### src/rtl/md_pad_scanner.sv
// Mega Drive 3/6-button / Atari pad scanner for one DB9 port.
// Each frame interrupt runs an 8-phase select sequence, then decodes the samples once.
module md_pad_scanner #(
    parameter int unsigned PHASE_CYCLES = 280
) (
    input  logic        clk,
    input  logic        reset_n,
    input  logic        vertical_retrace_int_n,
    input  logic [5:0]  pad_in,
    output logic        sel_out,
    output logic [5:0]  joy_out,
    output logic [11:0] buttons,
    output logic [1:0]  pad_type,
    output logic        busy,
    output logic        valid
);

    localparam int unsigned CW = (PHASE_CYCLES > 1) ? $clog2(PHASE_CYCLES) : 1;
    localparam logic [CW-1:0] CycLast = CW'(PHASE_CYCLES - 1);

    typedef enum logic [0:0] {StIdle, StScan} state_e;

    state_e      r_state;
    logic [5:0]  r_pad_meta;
    logic [5:0]  r_ps;
    logic        r_vr_q;
    logic [2:0]  r_phase;
    logic [CW-1:0] r_cyc;

    // Only the sample bits the decoder consumes are kept.
    logic [1:0]  r_s0_id;
    logic [1:0]  r_s0_as;
    logic [5:0]  r_s1;
    logic [3:0]  r_s4_dir;
    logic [3:0]  r_s5_ext;

    logic        r_sel;
    logic [5:0]  r_joy;
    logic [11:0] r_buttons;
    logic [1:0]  r_pad_type;
    logic        r_busy;
    logic        r_valid;

    logic        w_fall;
    logic        w_md;
    logic        w_six;
    logic        w_a;
    logic        w_b;
    logic        w_start;
    logic [3:0]  w_ext;
    logic [5:0]  w_joy;
    logic [11:0] w_buttons;
    logic [1:0]  w_pad_type;

    assign w_fall = r_vr_q & ~vertical_retrace_int_n;

    always_comb begin
        w_md    = (r_s0_id == 2'b00);
        w_six   = w_md && (r_s4_dir == 4'b0000);
        w_a     = ~r_s0_as[0];
        w_b     = ~r_s1[4];
        w_start = ~r_s0_as[1];
        // {mode, x, y, z}
        w_ext   = w_six ? ~{r_s5_ext[0], r_s5_ext[1], r_s5_ext[2], r_s5_ext[3]} : 4'b0000;
        if (!w_md) begin
            w_buttons  = {5'b00000, ~r_s1[5], ~r_s1[4], 1'b0, ~r_s1[3:0]};
            w_joy      = r_s1;
            w_pad_type = 2'b00;
        end else begin
            w_buttons  = {w_ext, w_start, ~r_s1[5], w_b, w_a, ~r_s1[3:0]};
            w_joy      = {r_s1[5], ~(w_a | w_b), r_s1[3:0]};
            w_pad_type = w_six ? 2'b10 : 2'b01;
        end
    end

    always_ff @(posedge clk or negedge reset_n) begin
        if (!reset_n) begin
            r_state    <= StIdle;
            r_pad_meta <= 6'h3F;
            r_ps       <= 6'h3F;
            r_vr_q     <= 1'b1;
            r_phase    <= 3'd0;
            r_cyc      <= '0;
            r_s0_id    <= 2'b11;
            r_s0_as    <= 2'b11;
            r_s1       <= 6'h3F;
            r_s4_dir   <= 4'hF;
            r_s5_ext   <= 4'hF;
            r_sel      <= 1'b1;
            r_joy      <= 6'h3F;
            r_buttons  <= 12'h000;
            r_pad_type <= 2'b00;
            r_busy     <= 1'b0;
            r_valid    <= 1'b0;
        end else begin
            r_pad_meta <= pad_in;
            r_ps       <= r_pad_meta;
            r_vr_q     <= vertical_retrace_int_n;
            r_valid    <= 1'b0;
            unique case (r_state)
                StIdle: begin
                    if (w_fall) begin
                        r_state <= StScan;
                        r_busy  <= 1'b1;
                        r_phase <= 3'd0;
                        r_cyc   <= '0;
                        r_sel   <= 1'b0;
                    end
                end
                StScan: begin
                    if (r_cyc == CycLast) begin
                        case (r_phase)
                            3'd0: begin
                                r_s0_id <= r_ps[1:0];
                                r_s0_as <= r_ps[5:4];
                            end
                            3'd1: r_s1     <= r_ps;
                            3'd4: r_s4_dir <= r_ps[3:0];
                            3'd5: r_s5_ext <= r_ps[3:0];
                            default: ;
                        endcase
                        r_cyc <= '0;
                        if (r_phase == 3'd7) begin
                            // Samples 0..5 are already stored, so decode commits at this edge.
                            r_state    <= StIdle;
                            r_busy     <= 1'b0;
                            r_sel      <= 1'b1;
                            r_valid    <= 1'b1;
                            r_joy      <= w_joy;
                            r_buttons  <= w_buttons;
                            r_pad_type <= w_pad_type;
                            r_phase    <= 3'd0;
                        end else begin
                            r_phase <= r_phase + 3'd1;
                            r_sel   <= ~r_phase[0];
                        end
                    end else begin
                        r_cyc <= r_cyc + 1'b1;
                    end
                end
                default: r_state <= StIdle;
            endcase
        end
    end

    assign sel_out  = r_sel;
    assign joy_out  = r_joy;
    assign buttons  = r_buttons;
    assign pad_type = r_pad_type;
    assign busy     = r_busy;
    assign valid    = r_valid;

endmodule

### config.mk
export PLATFORM = sky130hd
export DESIGN_NAME = md_pad_scanner
export DESIGN_NICKNAME = d
export VERILOG_FILES = /design/src/rtl/md_pad_scanner.sv
export SDC_FILE = /design/constraint.sdc
export NUM_CORES = 1
export LEC_CHECK = 0
export ABC_AREA = 1
export ABC_CLOCK_PERIOD_IN_PS = 4000
export CELL_PAD_IN_SITES_DETAIL_PLACEMENT = 1
export CELL_PAD_IN_SITES_GLOBAL_PLACEMENT = 2
export CORE_MARGIN = 2
export CORE_UTILIZATION = 37
export DETAILED_ROUTE_END_ITERATION = 8
export PLACE_DENSITY_LB_ADDON = 0.1
export SLEW_MARGIN = 30
export SYNTH_ARGS = -nofsm -noshare
export SYNTH_HDL_FRONTEND = slang
export SYNTH_SLANG_ARGS = --single-unit
### constraint.sdc
create_clock -name clk -period 4 [get_ports clk]
set_clock_uncertainty 0.15 [all_clocks]
set_input_delay 1.2 -clock clk [delete_from_list [all_inputs] [get_ports clk]]
set_output_delay 1.2 -clock clk [all_outputs]
set_load 0.01 [all_outputs]
* Word-level counts from Yosys, hierarchy flattened *
Cells that the tools add are included.

operators by class
  add/subtract/negate cells = 2
  multiply operators = 0
  div/mod/pow operators = 0
  $lt $le $gt $ge = 0
  equal/unequal tests = 8
  shift-type cells = 0
  muxes and demuxes = 27
  bitwise operators = 12
  reduce and logical (&&, ||, !) cells = 11

operator list
  kind                   number
  $mux W9                2
  $pmux W9 S2            1
  $reduce_and A3 Y1      6
  $mux W1                12
  $mux W12               1
  $add A9 B1 Y9 const B  1
  $eq A3 B3 Y1 const B   3
  $eq A9 B9 Y1 const B   1
  $mux W3                3
  $not A1 Y1             8
  $not A4 Y4             2
  $pmux W1 S2            3
  $pmux W3 S2            1
  $mux W5                1
  $logic_not A4 Y1       1
  $mux W2                2
  $mux W4                1
  $ne A2 B1 Y1 const B   2
  $add A3 B1 Y3 const B  1
  $eq A3 B1 Y1 const B   1
  $logic_not A3 Y1       1
  $logic_not A2 Y1       1
  $ne A2 B2 Y1 const B   1
  $reduce_and A2 Y1      1
  other kinds (3)        3

storage, ports and cells
  register bits after elaboration = 67
  latch bits = 0
  memory bits (writable) = 0
  memory bits (read-only) = 0
  output and inout bits = 23
  word-level logic and storage cells = 77
  memories kept = 0

* Logic depth before layout (Yosys ltp) *
  depth in word-level cells = 4
  mapped depth = 9
  depth with buffers taken out = 8

* Least setup slack after synthesis *
Ideal clock, no wire load.

  path type = in2reg
  start point = in vertical_retrace_int_n
  end point = reg r_cyc[0]
  library setup time = 0.127 ns
  arrival = 1.624 ns
  data required time = 3.723 ns
  slack = 2.099 ns
  stages = 6
  path through = inv_1 nand2_1 nand2_1 inv_1 nand2_1 o21ai_0

on the way
  word-level cells in the longest chain between the ends = 3

RTL lines
  item                    line  source
  start, declared         8     input logic vertical_retrace_int_n,
  $not A1 Y1              55    assign w_fall = r_vr_q & ~vertical_retrace_int_n;
  $and A1 B1 Y1           55
  $ne A2 B2 Y1 (no line)  -
  end signal, assigned    138   r_cyc <= r_cyc + 1'b1;
  end, declared           28    logic [CW-1:0] r_cyc;

No other way between the ends.
A chain may end at the register's enable or synchronous reset.

* Worst setup path after layout *
  start point = reg r_joy[2], in the netlist joy_out[2]
  end point = out joy_out[2]

RTL lines
  item                    line  source
  start, declared         38    logic [5:0] r_joy;
  start signal, assigned  129   r_joy <= w_joy;
  end, declared           11    output logic [5:0] joy_out,

No word-level cell between the ends.

==> metrics.yaml <==
cells_and_area:
  drive_gt1_frac: 0.173
  antennaDiodeCount: 0
  final_util: 0.465
  area_growth_pct: 21.9
  fillCellCount: 884
  multiInputGateArea_um2: 1020
  fin_nets: 379
  seqCellArea_um2: 1720
  stdcell_count: 472
job:
  cap_violations: 0
placed_design:
  port_buffers: 31
  place_inst: 456
  finalWeightedCongestion: 0.823
  dp_hpwl_um: 4800
cts:
  numCtsBuffers: 9
  root_buffer: "clkbuf_8"
  cts_resized: 0
  clock-sinks: 67
  htreeDepth: 3
  cts_hold_buf: 0
  ctsLongestPathBuffers: 2
  cts_setup_buffers: 0
  path_clk_slew_ns: 0.07
  clk_latency_ns: 0.34
  cts_tree: "built"
sta:
  finalSetupTns_ns: 0
  worst_slew_pin_slew_ns: 0.858
  rsz0062_at_grt: "no"
  finalCriticalPeriod_ns: 2.74
  finalSetupViolations: 0
  slew_viol_final: 0
  fmax_mhz: 364
  hold_viol: 0
  period_share: 0.686
  timing.hold.ws_ns: 0.206
  slew_headroom: 0.426
critical_path:
  path_delay_family: "flip-flops"
  crit_chain: "clkdlybuf4s50_1"
  path_buf_inv: 1
  path_max_fanout: 2
  end_kind: "output pin"
  cp.required_ns: 2.65
  worst-setup-path-type: "reg2out"
  critPathArrivalTime_ns: 1.39
  startpoint_type: "register"
  crit_cells: 1
  cp_slowest_cell: "dfstp_2"
  cpPeakStageDelay_ns: 0.53
  reg2reg_depth: 9
power:
  irDropWorstVdd_mv: 0.219
  leakage_nw: 1.72
  p_per_area_nw_per_um2: 383
  power_mw: 1.37
yosys:
  ys.warnings.count: 0
  ys_types: 21
  synth_area_um2: 2930
  synth.avg_cell_area_um2: 8.86
  synth_nets: 345
  synth-seq-cells: 67
  syn_inst: 331
  ys_seq_area_frac: 0.588
drt:
  vias: 2286
  via_per_inst: 4.84
  postRouteAntennaNets: 0
  drc: 0
  dr.pass1.iters: 4
  wirelength_um: 6800
  drt_iter0_drc: 93
  routedWlPerCell_um: 14.4
floorplanning:
  io_pins: 32
  start_util: 0.382
  die_area_um2: 8650
  coreArea_um2: 7690
  die_x_um: 93.0
  die_y_um: 93.0
  rows: 32
global_route:
  antenna_found_initial: 0
  grt_pass1_vias: 2327
  grt-ovfl-total: 0
  grt_max_degree: 41
  grt_pass1_wl_um: 11700
  grtUsageTotal: 0.176
outcome:
  status: "finished, final reports clean"
worst_hold_path:
  min_path_cells: 0
  hold_path.class: "reg2reg"
==> per-layer routing <==
metal	part of all wire	wire length, um	vias to the layer above	track usage
met5	0	0	-	0
met4	0.015	104	0	0.0625
met3	0.024	163	11	0.0338
met2	0.46	3130	29	0.266
met1	0.50	3400	1110	0.254
li1	-	-	1136	-
==> worst paths after layout <==
kind                                     from  slack [ns]          to
worst max-delay path               joy_out[2]        1.26  joy_out[2]
worst max register to register       r_cyc[0]        1.42  buttons[0]
worst min register to register  r_pad_meta[0]        0.21     r_ps[0]
worst min-delay path            r_pad_meta[0]        0.21     r_ps[0]
max in group asynchronous             reset_n        2.16     r_s1[4]
min in group asynchronous             reset_n        0.71    r_cyc[7]
==> logic make-up (layout without fill, tap and decap cells) <==
group	after synthesis	count (layout)	share of synthesized area
buf+inv	45	84	0.0648
simple gates	202	202	0.304
fa+ha+maj	5	5	0.0213
flops	67	67	0.588
compound gates	12	12	0.0222
==> registers in the layout, indices dropped and copies added (netlist names) <==
register	cells
busy	1
buttons	12
joy_out	6
pad_type	2
r_cyc	9
r_pad_meta	6
r_phase	3
r_ps	6
r_s0_as	2
r_s0_id	2
r_s1	6
r_s4_dir	4
r_s5_ext	4
r_state	1
r_vr_q	1
sel_out	1
valid	1
==> synthesized netlist by cell type <==
library cell,count,area [um2]
a21oi_1,2,10.0
buf_1,2,7.51
buf_2,5,25.0
buf_6,2,22.5
clkbuf_1,4,15.0
clkinv_1,1,3.75
dfrtp_1,29,726
dfstp_2,38,998
ha_1,5,62.6
inv_1,31,116
nand2_1,120,450
nand2_2,1,6.26
nand3_1,23,115
nand3_2,1,10.0
nand4_1,34,213
nor2_1,21,78.8
nor2_2,1,6.26
nor2_4,1,11.3
o21ai_0,7,35.0
o22ai_1,2,12.5
o31ai_1,1,7.51
==> stage by stage <==
stage | instance area, um2 | setup slack [ns]
after global routing | 3570 | 1.12
after global placement | 3330 | 1.42
after CTS | 3570 | 1.24
after floorplan | 2930 | 2.10
final | 3570 | 1.26
after detailed placement | 3330 | 1.35
==> cell type report <==
class	instances	area share
Clock buffer	14	0.0571
Clock inverter	2	0.0105
Inverter	32	0.0336
Multi-Input combinational cell	219	0.285
Sequential cell	67	0.482
Tap cell	102	0.0357
Timing Repair Buffer	36	0.0959
==> report_power, final <==
part	switching (mW)	internal, mW	total (mW)
combinational	0.0148	0.00770	0.0225
clock	0.256	0.394	0.651
sequential	0.00410	0.691	0.695
==> cell usage in the layout, fill, tap and decap left out, types with 5 or more instances in the layout <==
master           Yosys  final
buf_4                0      5
dfstp_2             38     38
o21ai_0              7      7
clkdlybuf4s50_1      0     30
nand3_1             23     23
nand2_1            120    120
ha_1                 5      5
dfrtp_1             29     29
inv_1               31     31
nor2_1              21     21
nand4_1             34     34
clkbuf_8             0     13
Power figures use the tool's default switching activity.
